--- src/rtl/npm_toggle_pi_sched_if.sv ---
// Handshake bundle between the NPM calibration agents, the PI reset engine and the
// round-robin scheduler. The scheduler takes the slave side; the agents and engine take master.
interface npm_toggle_pi_sched_if #(
  parameter int NUM_REQ = 4,
  parameter int TAP_W   = 5
);
  logic [NUM_REQ-1:0]       req;
  logic [NUM_REQ*TAP_W-1:0] req_tap;
  logic [NUM_REQ-1:0]       grant;
  logic [NUM_REQ-1:0]       ack;
  logic [NUM_REQ-1:0]       err;
  logic                     busy;
  logic                     delay_load;
  logic [TAP_W-1:0]         delay_tap;
  logic                     pi_delay_ready;
  logic                     pir_start;
  logic                     pir_ready;
  logic                     pir_last_step;

  modport master (
    output req, req_tap, pi_delay_ready, pir_ready, pir_last_step,
    input  grant, ack, err, busy, delay_load, delay_tap, pir_start
  );

  modport slave (
    input  req, req_tap, pi_delay_ready, pir_ready, pir_last_step,
    output grant, ack, err, busy, delay_load, delay_tap, pir_start
  );
endinterface

--- src/rtl/npm_toggle_pi_sched.sv ---
// Round-robin scheduler sharing one PI reset engine and its delay-tap port among NUM_REQ agents.
// Build macro PI_SCHED_TIMEOUT_EN bounds the DWAIT/START/RUN waits and reports err with ack.
module npm_toggle_pi_sched #(
  parameter int NUM_REQ     = 4,
  parameter int TAP_W       = 5,
  parameter int SETTLE_CYC  = 4,
  parameter int TIMEOUT_CYC = 1023
) (
  input  logic                iSystemClock,
  input  logic                iReset,
  npm_toggle_pi_sched_if.slave bus
);
  localparam int               PTR_W       = $clog2(NUM_REQ);
  localparam logic [3:0]       SETTLE_LAST = 4'(SETTLE_CYC - 1);
  localparam logic [PTR_W-1:0] PTR_LAST    = PTR_W'(NUM_REQ - 1);

  typedef enum logic [6:0] {
    S_IDLE   = 7'b0000001,
    S_LOAD   = 7'b0000010,
    S_SETTLE = 7'b0000100,
    S_DWAIT  = 7'b0001000,
    S_START  = 7'b0010000,
    S_RUN    = 7'b0100000,
    S_DONE   = 7'b1000000
  } state_t;

  state_t             state, state_d;
  logic [PTR_W-1:0]   ptr, ptr_d;
  logic [PTR_W-1:0]   owner, owner_d;
  logic [PTR_W-1:0]   win;
  logic [NUM_REQ-1:0] grant, grant_d;
  logic [NUM_REQ-1:0] ack, ack_d;
  logic               busy, busy_d;
  logic               delay_load, delay_load_d;
  logic [TAP_W-1:0]   delay_tap, delay_tap_d;
  logic               pir_start, pir_start_d;
  logic [3:0]         settle_cnt, settle_cnt_d;
  logic               timeout_hit;

  // First requester at or after the pointer, wrapping at NUM_REQ.
  function automatic logic [PTR_W-1:0] rr_pick(input logic [NUM_REQ-1:0] req,
                                               input logic [PTR_W-1:0]   start);
    logic [PTR_W-1:0] pick;
    logic [PTR_W-1:0] cand;
    logic             found;
    int               idx;
    pick  = start;
    found = 1'b0;
    for (int i = 0; i < NUM_REQ; i++) begin
      idx = int'(start) + i;
      if (idx >= NUM_REQ) idx = idx - NUM_REQ;
      cand = PTR_W'(idx);
      if (!found && req[cand]) begin
        pick  = cand;
        found = 1'b1;
      end
    end
    return pick;
  endfunction

  function automatic logic [NUM_REQ-1:0] to_onehot(input logic [PTR_W-1:0] idx);
    logic [NUM_REQ-1:0] v;
    v      = '0;
    v[idx] = 1'b1;
    return v;
  endfunction

  function automatic logic [TAP_W-1:0] tap_of(input logic [NUM_REQ*TAP_W-1:0] taps,
                                              input logic [PTR_W-1:0]         idx);
    logic [TAP_W-1:0] t;
    t = '0;
    for (int i = 0; i < NUM_REQ; i++) begin
      if (idx == PTR_W'(i)) t = taps[i*TAP_W +: TAP_W];
    end
    return t;
  endfunction

`ifdef PI_SCHED_TIMEOUT_EN
  localparam logic [9:0] WAIT_LAST = 10'(TIMEOUT_CYC - 1);

  logic [9:0]         wait_cnt;
  logic [NUM_REQ-1:0] err, err_d;

  // One counter serves every wait state: it restarts on any state change and saturates.
  always_ff @(posedge iSystemClock or posedge iReset) begin
    if (iReset) begin
      wait_cnt <= '0;
    end else if (state_d != state) begin
      wait_cnt <= '0;
    end else if (wait_cnt != WAIT_LAST) begin
      wait_cnt <= wait_cnt + 10'd1;
    end
  end

  assign timeout_hit = (wait_cnt == WAIT_LAST);

  // DWAIT/START only reach DONE by timing out; RUN does so unless LastStep won.
  always_comb begin
    err_d = '0;
    if (state_d == S_DONE && state != S_DONE && !(state == S_RUN && bus.pir_last_step)) begin
      err_d = grant;
    end
  end

  always_ff @(posedge iSystemClock or posedge iReset) begin
    if (iReset) err <= '0;
    else        err <= err_d;
  end

  assign bus.err = err;
`else
  assign timeout_hit = 1'b0;
  assign bus.err     = '0;
`endif

  always_comb begin
    state_d      = state;
    ptr_d        = ptr;
    owner_d      = owner;
    grant_d      = grant;
    ack_d        = '0;
    busy_d       = busy;
    delay_load_d = 1'b0;
    delay_tap_d  = delay_tap;
    pir_start_d  = 1'b0;
    settle_cnt_d = settle_cnt;
    win          = rr_pick(bus.req, ptr);
    case (state)
      S_IDLE: begin
        if (|bus.req) begin
          state_d      = S_LOAD;
          owner_d      = win;
          grant_d      = to_onehot(win);
          delay_tap_d  = tap_of(bus.req_tap, win);
          busy_d       = 1'b1;
          delay_load_d = 1'b1;
        end
      end
      S_LOAD: begin
        state_d      = S_SETTLE;
        settle_cnt_d = '0;
      end
      S_SETTLE: begin
        if (settle_cnt == SETTLE_LAST) state_d = S_DWAIT;
        else                           settle_cnt_d = settle_cnt + 4'd1;
      end
      S_DWAIT: begin
        if (bus.pi_delay_ready) begin
          state_d = S_START;
        end else if (timeout_hit) begin
          state_d = S_DONE;
          ack_d   = grant;
        end
      end
      S_START: begin
        if (bus.pir_ready) begin
          state_d     = S_RUN;
          pir_start_d = 1'b1;
        end else if (timeout_hit) begin
          state_d = S_DONE;
          ack_d   = grant;
        end
      end
      S_RUN: begin
        if (bus.pir_last_step || timeout_hit) begin
          state_d = S_DONE;
          ack_d   = grant;
        end
      end
      S_DONE: begin
        state_d = S_IDLE;
        grant_d = '0;
        busy_d  = 1'b0;
        ptr_d   = (owner == PTR_LAST) ? '0 : owner + 1'b1;
      end
      default: begin
        state_d = S_IDLE;
        grant_d = '0;
        busy_d  = 1'b0;
      end
    endcase
  end

  always_ff @(posedge iSystemClock or posedge iReset) begin
    if (iReset) begin
      state      <= S_IDLE;
      ptr        <= '0;
      owner      <= '0;
      grant      <= '0;
      ack        <= '0;
      busy       <= 1'b0;
      delay_load <= 1'b0;
      delay_tap  <= '0;
      pir_start  <= 1'b0;
      settle_cnt <= '0;
    end else begin
      state      <= state_d;
      ptr        <= ptr_d;
      owner      <= owner_d;
      grant      <= grant_d;
      ack        <= ack_d;
      busy       <= busy_d;
      delay_load <= delay_load_d;
      delay_tap  <= delay_tap_d;
      pir_start  <= pir_start_d;
      settle_cnt <= settle_cnt_d;
    end
  end

  assign bus.grant      = grant;
  assign bus.ack        = ack;
  assign bus.busy       = busy;
  assign bus.delay_load = delay_load;
  assign bus.delay_tap  = delay_tap;
  assign bus.pir_start  = pir_start;
endmodule

--- src/flat_wrapper.sv ---
// flat-port wrapper written by rule: the top's interface ports become plain ports
module npm_toggle_pi_sched_flat 
#(
  parameter int NUM_REQ     = 4,
  parameter int TAP_W       = 5,
  parameter int SETTLE_CYC  = 4,
  parameter int TIMEOUT_CYC = 1023
)
  (iSystemClock, iReset, bus_req, bus_req_tap, bus_pi_delay_ready, bus_pir_ready, bus_pir_last_step, bus_grant, bus_ack, bus_err, bus_busy, bus_delay_load, bus_delay_tap, bus_pir_start);
  npm_toggle_pi_sched_if #(.NUM_REQ(NUM_REQ), .TAP_W(TAP_W)) bus_i ();
  input  logic iSystemClock;
  input  logic iReset;
  input wire logic [$bits(bus_i.req)-1:0] bus_req;
  input wire logic [$bits(bus_i.req_tap)-1:0] bus_req_tap;
  input wire logic [$bits(bus_i.pi_delay_ready)-1:0] bus_pi_delay_ready;
  input wire logic [$bits(bus_i.pir_ready)-1:0] bus_pir_ready;
  input wire logic [$bits(bus_i.pir_last_step)-1:0] bus_pir_last_step;
  output wire logic [$bits(bus_i.grant)-1:0] bus_grant;
  output wire logic [$bits(bus_i.ack)-1:0] bus_ack;
  output wire logic [$bits(bus_i.err)-1:0] bus_err;
  output wire logic [$bits(bus_i.busy)-1:0] bus_busy;
  output wire logic [$bits(bus_i.delay_load)-1:0] bus_delay_load;
  output wire logic [$bits(bus_i.delay_tap)-1:0] bus_delay_tap;
  output wire logic [$bits(bus_i.pir_start)-1:0] bus_pir_start;
  assign bus_i.req = bus_req;
  assign bus_i.req_tap = bus_req_tap;
  assign bus_i.pi_delay_ready = bus_pi_delay_ready;
  assign bus_i.pir_ready = bus_pir_ready;
  assign bus_i.pir_last_step = bus_pir_last_step;
  assign bus_grant = bus_i.grant;
  assign bus_ack = bus_i.ack;
  assign bus_err = bus_i.err;
  assign bus_busy = bus_i.busy;
  assign bus_delay_load = bus_i.delay_load;
  assign bus_delay_tap = bus_i.delay_tap;
  assign bus_pir_start = bus_i.pir_start;
  npm_toggle_pi_sched #(.NUM_REQ(NUM_REQ), .TAP_W(TAP_W), .SETTLE_CYC(SETTLE_CYC), .TIMEOUT_CYC(TIMEOUT_CYC)) u_core (.iSystemClock(iSystemClock), .iReset(iReset), .bus(bus_i));
endmodule
--- config.mk ---
export PLATFORM = sky130hd
export DESIGN_NAME = npm_toggle_pi_sched_flat
export DESIGN_NICKNAME = d
export VERILOG_FILES = /design/src/rtl/npm_toggle_pi_sched_if.sv /design/src/rtl/npm_toggle_pi_sched.sv /design/src/flat_wrapper.sv
export SDC_FILE = /design/constraint.sdc
export NUM_CORES = 1
export LEC_CHECK = 0
export ABC_AREA = 1
export CORE_UTILIZATION = 45
export CTS_CLUSTER_SIZE = 12
export DETAILED_ROUTE_END_ITERATION = 10
export GPL_TIMING_DRIVEN = 0
export PLACE_DENSITY = 0.8
export SYNTH_ARGS = -nofsm -noshare
export SYNTH_HDL_FRONTEND = slang
export SYNTH_SLANG_ARGS = --single-unit
--- constraint.sdc ---
create_clock -name iSystemClock -period 1.6 [get_ports iSystemClock]
set_input_delay 0.16 -clock iSystemClock [delete_from_list [all_inputs] [get_ports iSystemClock]]
set_output_delay 0.16 -clock iSystemClock [all_outputs]
set_load 0.05 [all_outputs]
# Word level (Yosys, flattened, before mapping)
# Index checks and enable logic that the tools add are counted.
[op_classes]
add_sub_neg = 9
multipliers = 0
n_div = 0
order_cmp = 10
eq_ne = 18
shifts = 0
mux = 44
bitwise = 1
reduce_logical = 15
[op_table]
columns = ["op", "count"]
rows = [
  ["$pmux 7 s6", 1],
  ["$mux 7", 5],
  ["$mux 5", 4],
  ["$mux 2", 9],
  ["$mux 4", 4],
  ["$pmux 4 s2", 2],
  ["$lt 2x3->1 const B", 5],
  ["$mux 1", 13],
  ["$ge 3x3->1 const B", 3],
  ["$bmux 1 s2", 4],
  ["$ne 2x2->1 const B", 4],
  ["$sub 2x1->2 const B", 4],
  ["$eq 7x1->1 const B", 1],
  ["$eq 7x2->1 const B", 1],
  ["$eq 7x3->1 const B", 1],
  ["$eq 7x4->1 const B", 1],
  ["$eq 7x5->1 const B", 1],
  ["$eq 7x6->1 const B", 1],
  ["$eq 7x7->1 const B", 1],
  ["$add 2x2->3 const B", 2],
  ["$eq 2x2->1 const B", 3],
  ["$reduce_and 2->1", 3],
  ["$reduce_and 5->1", 1],
  ["$reduce_or 5->1", 1],
  ["16 further kinds", 22],
]
[word_totals]
ff_bits = 31
latchBits = 0
mem_bits_rw = 0
rom_bits = 0
input_bits = 29
out_inout_bits = 20
word_cells = 107
n_memories = 0

# Depth between registers and ports, before layout
[logic_depth]
ltp_word = 20
mapped_depth = 17
depth_no_buf = 16

# Worst setup path before layout
# Ideal clock, no wire load.
[synth_path]
path_kind = "reg2reg"
startpoint = "register u_core.ptr[0]"
endpoint = "register u_core.delay_tap[3], in the netlist u_core.bus.delay_tap[3]"
setup_ns = 0.114
arrival_ns = 1.622
required_time_ns = 1.486
setup_slack_ns = -0.137
path_stages_with_launch = 17
n_path_buf = 2
period_less_slack_ns = 1.737
cell_sequence = "dfrtp_1 -> inv_2 -> buf_6 -> nand2_2 -> nand2_2 -> nand2_2 -> nand2_4 -> nand3_2 -> nand3_1 -> nand2_2 -> nand2_4 -> nand2_8 -> buf_12 -> nand3_2 -> nand3_1 -> nor2_2 -> nor2_2"
[synth_between]
elab_chain_len = 19
word_cells_on_any_way = 44
cone_classes = "add/sub (7); order compare (4); eq/ne (3); mux (23); reduce/logical (7)"
[synth_rtl]
columns = ["item", "line_no", "rtl"]
rows = [
  ["start, declared", "npm_toggle_pi_sched.sv:28", "logic [PTR_W-1:0] ptr, ptr_d;"],
  ["start signal, assigned", "npm_toggle_pi_sched.sv:198", "ptr <= ptr_d;"],
  ["parallel branches: the longest is 13 deep, another holds $add 2x1->3", "--", ""],
  ["$mux 2 *", "npm_toggle_pi_sched.sv:53", "if (!found && req[cand]) begin"],
  ["$logic_not 2->1", "npm_toggle_pi_sched.sv:73", "if (idx == PTR_W'(i)) t = taps[i*TAP_W +: TAP_W];"],
  ["$mux 5 (3 in series)", "npm_toggle_pi_sched.sv:73", ""],
  ["$mux 5 *", "npm_toggle_pi_sched.sv:73", ""],
  ["end signal, assigned", "npm_toggle_pi_sched.sv:204", "delay_tap <= delay_tap_d;"],
  ["end, declared", "npm_toggle_pi_sched.sv:35", "logic [TAP_W-1:0] delay_tap, delay_tap_d;"],
]
# Every way passes the cells marked *. The select of a mux whose other input is x is not followed.
# A chain may end at the register's enable or synchronous reset.

# Final worst setup path
[layout_path]
startpoint = "register u_core.ptr[0]"
endpoint = "register u_core.delay_tap[4], in the netlist u_core.bus.delay_tap[4]"
# Same word-level chain as after synthesis.

==> metrics.txt <==
drt pass-1 iters 4; Hold Buf Count CTS 0; final WL 5560 µm; Syn Std Cell Area around 2000 µm²; post-route design area approximately 3100 µm²; n_diodes 0; CP arrival 2.13 ns; Setup Crit Path Kind register to register; violated checks setup timing; die width 68.7 µm; cell chain of the critical path inv_2 > buf_8 > nand2_2 > nand3_2 > nand2_2 > nand3_2 > nand2_1 > nand2_1 > nand2_2 > nand2_4 > nand2_8 > buf_4 > nand3_1 > nand3_1 > nor2_1 > nor2_1; Worst slew margin 23.5%; CP Launch Type register; Post-Syn Instances approximately 260; post-synthesis sequential area ratio 38.8%; Placer Congestion ~0.83; NetSw between 2 and 3 mW; Total Power 5.50 mW; commonest non-fill, non-tap cell in the layout nand2_1; Fin Setup TNS -3.27 ns; starting DRC count in detailed routing roughly 140; Fmax ~510 MHz; post-detailed-route via-to-cell ratio 5.12; status finished, violations left; Yosys warning total 0; Tmin final between 1.5 and 2 ns; share of layout cells above drive strength 1 around two fifths; antenna violations before repair 0; Clock power frac ~11%; TritonCTS clock tree yes; Tcrit/Tclk final 123%; DRC violations left 0; clk slew on worst S/H paths 0.07 ns; Critical Path End Type register; via count 2027; clk_skew 0.0124 ns; clk buf depth 2; core area just over 4000 µm²; crit-path max cell delay approximately 0.42 ns; Starting Density 48.4%; Comb power frac between 60% and 70%; switching share of power between 40% and 50%; Slew Viols, Final 0; Synth Register Bits 31; Routed wire per std cell roughly 14 µm; vias in the first global route 1802; Worst-Margin Slew around 1.1 ns; fill count between 200 and 300; io pins between 40 and 50; crit-path leading delay family simple AND/OR/NAND/NOR gates; Hold Fails Final Rpt 0; total gr overflow 0; worst hold path class input port to register; CP Max Fanout 6; Max Cap Viol 0; Die Y between 60 and 70 µm; Final WS setup -0.368 ns; H-tree levels 2; pin count of the biggest net entering global routing 32; DP HPWL 3290 µm; Final ANT Viol Nets 0; Final #Nets about 380; Max IR drop VDD between 1000 and 1500 µV; Internal 2.90 mW; RSZ-0062 raised after global routing yes; sequential power share 21.6%; critical path data required time 1.76 ns; synth unique cells 29; CTS Sinks 31; Setup Viol. Count Final 16; Mean Syn Cell Area 7.74 µm²; first-pass GRT wire length roughly 7700 µm; Clock Latency Late Sink 0.28 ns; die area 4730 µm²; most frequent cells in the layout nand2_1 (44), clkdlybuf4s50_1 (33), buf_4 (32); row cnt 23; PortBufs between 40 and 50; WP buf/inv 3; Post-DP Area around 2500 µm²; overall global routing resource usage about 22%; Crit-path slowest cell dfrtp_1; synthesis-to-layout area growth 57.1%; most frequent CP cell nand2_2; Leak Pwr between 1.5 and 2 nW; PwrDens roughly 1700 nW/µm²; root buffer cell clkbuf_8; TritonCTS Buffers 5
-- repair_timing --
action	4_1_cts	5_1_grt
gates cloned	0	3
gates resized for setup	28	48
endpoints found under the setup margin	28	24
pin swaps	8	30
setup buffers	14	15
-- synthesized netlist by cell type --
master | count | area [µm²]
conb_1 | 1 | 3.75
nor2_2 | 3 | 18.8
dfstp_2 | 1 | 26.3
inv_4 | 1 | 6.26
buf_4 | 5 | 37.5
nor4_1 | 2 | 12.5
nand3_2 | 10 | 100
buf_12 | 1 | 20.0
nand2_2 | 14 | 87.6
inv_2 | 4 | 15.0
buf_6 | 4 | 45.0
xor2_1 | 1 | 8.76
nand3_1 | 27 | 135
nor4_2 | 1 | 12.5
o32ai_2 | 1 | 16.3
or2_2 | 5 | 31.3
nor2_4 | 2 | 22.5
a22o_1 | 1 | 8.76
o21a_1 | 1 | 7.51
nand4_1 | 9 | 56.3
inv_1 | 30 | 113
dfrtp_1 | 30 | 751
nor2_1 | 29 | 109
nand2_8 | 1 | 20.0
o21ai_0 | 11 | 55.1
a21oi_1 | 4 | 20.0
nand2_4 | 3 | 33.8
nand2_1 | 55 | 206
ha_1 | 2 | 25.0
-- area by class of cell --
class                   count  area [µm²]  area share, %
inverters                  35         141           4.49
repair buffers             76         734           23.3
clock inverters             1        5.00          0.159
clock buffers               7        76.3           2.42
multi-input cells         186        1240           39.3
flip-flops and latches     31         777           24.7
plain buffers              10         114           3.62
well taps                  50        62.6           1.99
-- worst reg2reg max path, stage by stage (launching register included) --
cell and delay [ns]:
dfrtp_1 0.42, inv_2 0.13, buf_8 0.14, nand2_2 0.07, nand3_2 0.08, nand2_2 0.08
nand3_2 0.11, nand2_1 0.06, nand2_1 0.06, nand2_2 0.06, nand2_4 0.09, nand2_8 0.08
buf_4 0.15, nand3_1 0.06, nand3_1 0.06, nor2_1 0.14, nor2_1 0.07
-- final timing paths --
check / startpoint / endpoint / slack, ns / cells past startpoint
min in group asynchronous: iReset / u_core.state[3] / 0.47 / 2
max in group asynchronous: iReset / u_core.bus.busy / 0.43 / 2
worst min-delay path: bus_pir_last_step / u_core.bus.ack[3] / 0.44 / 3
worst max register to register: u_core.ptr[0] / u_core.bus.delay_tap[4] / -0.37 / 16
worst max-delay path: u_core.ptr[0] / u_core.bus.delay_tap[4] / -0.37 / 16
worst min register to register: u_core.settle_cnt[3] / u_core.settle_cnt[3] / 0.46 / 1
-- power groups by stage --
stage	combinational, mW	sequential [mW]	clock (mW)
2_1_floorplan	1.74	1.56	0
4_1_cts	3.03	1.18	0.590
5_1_grt	4.01	1.21	0.629
6_report	3.72	1.19	0.591
3_5_place_dp	2.78	1.18	0
3_3_place_gp	2.71	1.19	0
-- cell families after synthesis --
| logic type | share of synthesized area [%] |
|---|---|
| xor gates and xnor gates | 0.437 |
| and+or+nand+nor | 42.2 |
| adders and majority gates | 1.25 |
| other | 0.187 |
| AOI/OAI and AO/OA | 5.37 |
| buffers and inverters | 11.8 |
| DFF | 38.8 |
-- registers in the layout, indices dropped and copies added, names as in the netlist --
register               cells
u_core.bus.busy            1
u_core.ptr                 2
u_core.bus.delay_load      1
u_core.bus.grant           4
u_core.state               7
u_core.settle_cnt          4
u_core.bus.pir_start       1
u_core.bus.ack             4
u_core.owner               2
u_core.bus.delay_tap       5
-- through the flow --
step	utilization (%)	setup WS [ns]	instances	hold slack (ns)
6_report	76.0	-0.368	396	0.436
5_1_grt	76.0	-0.510	396	0.439
4_1_cts	67.2	-0.261	378	0.438
3_5_place_dp	61.5	-0.541	356	0.455
3_3_place_gp	61.5	-0.510	356	0.453
2_1_floorplan	-	-0.132	262	0.263
-- per-layer routing --
metal	GRT usage [%]	share of wire, %
met5	0	0
met4	8.16	2.8
met3	3.78	4.2
met2	37.5	50
met1	28.4	43
(Power assumes the default switching activity.)
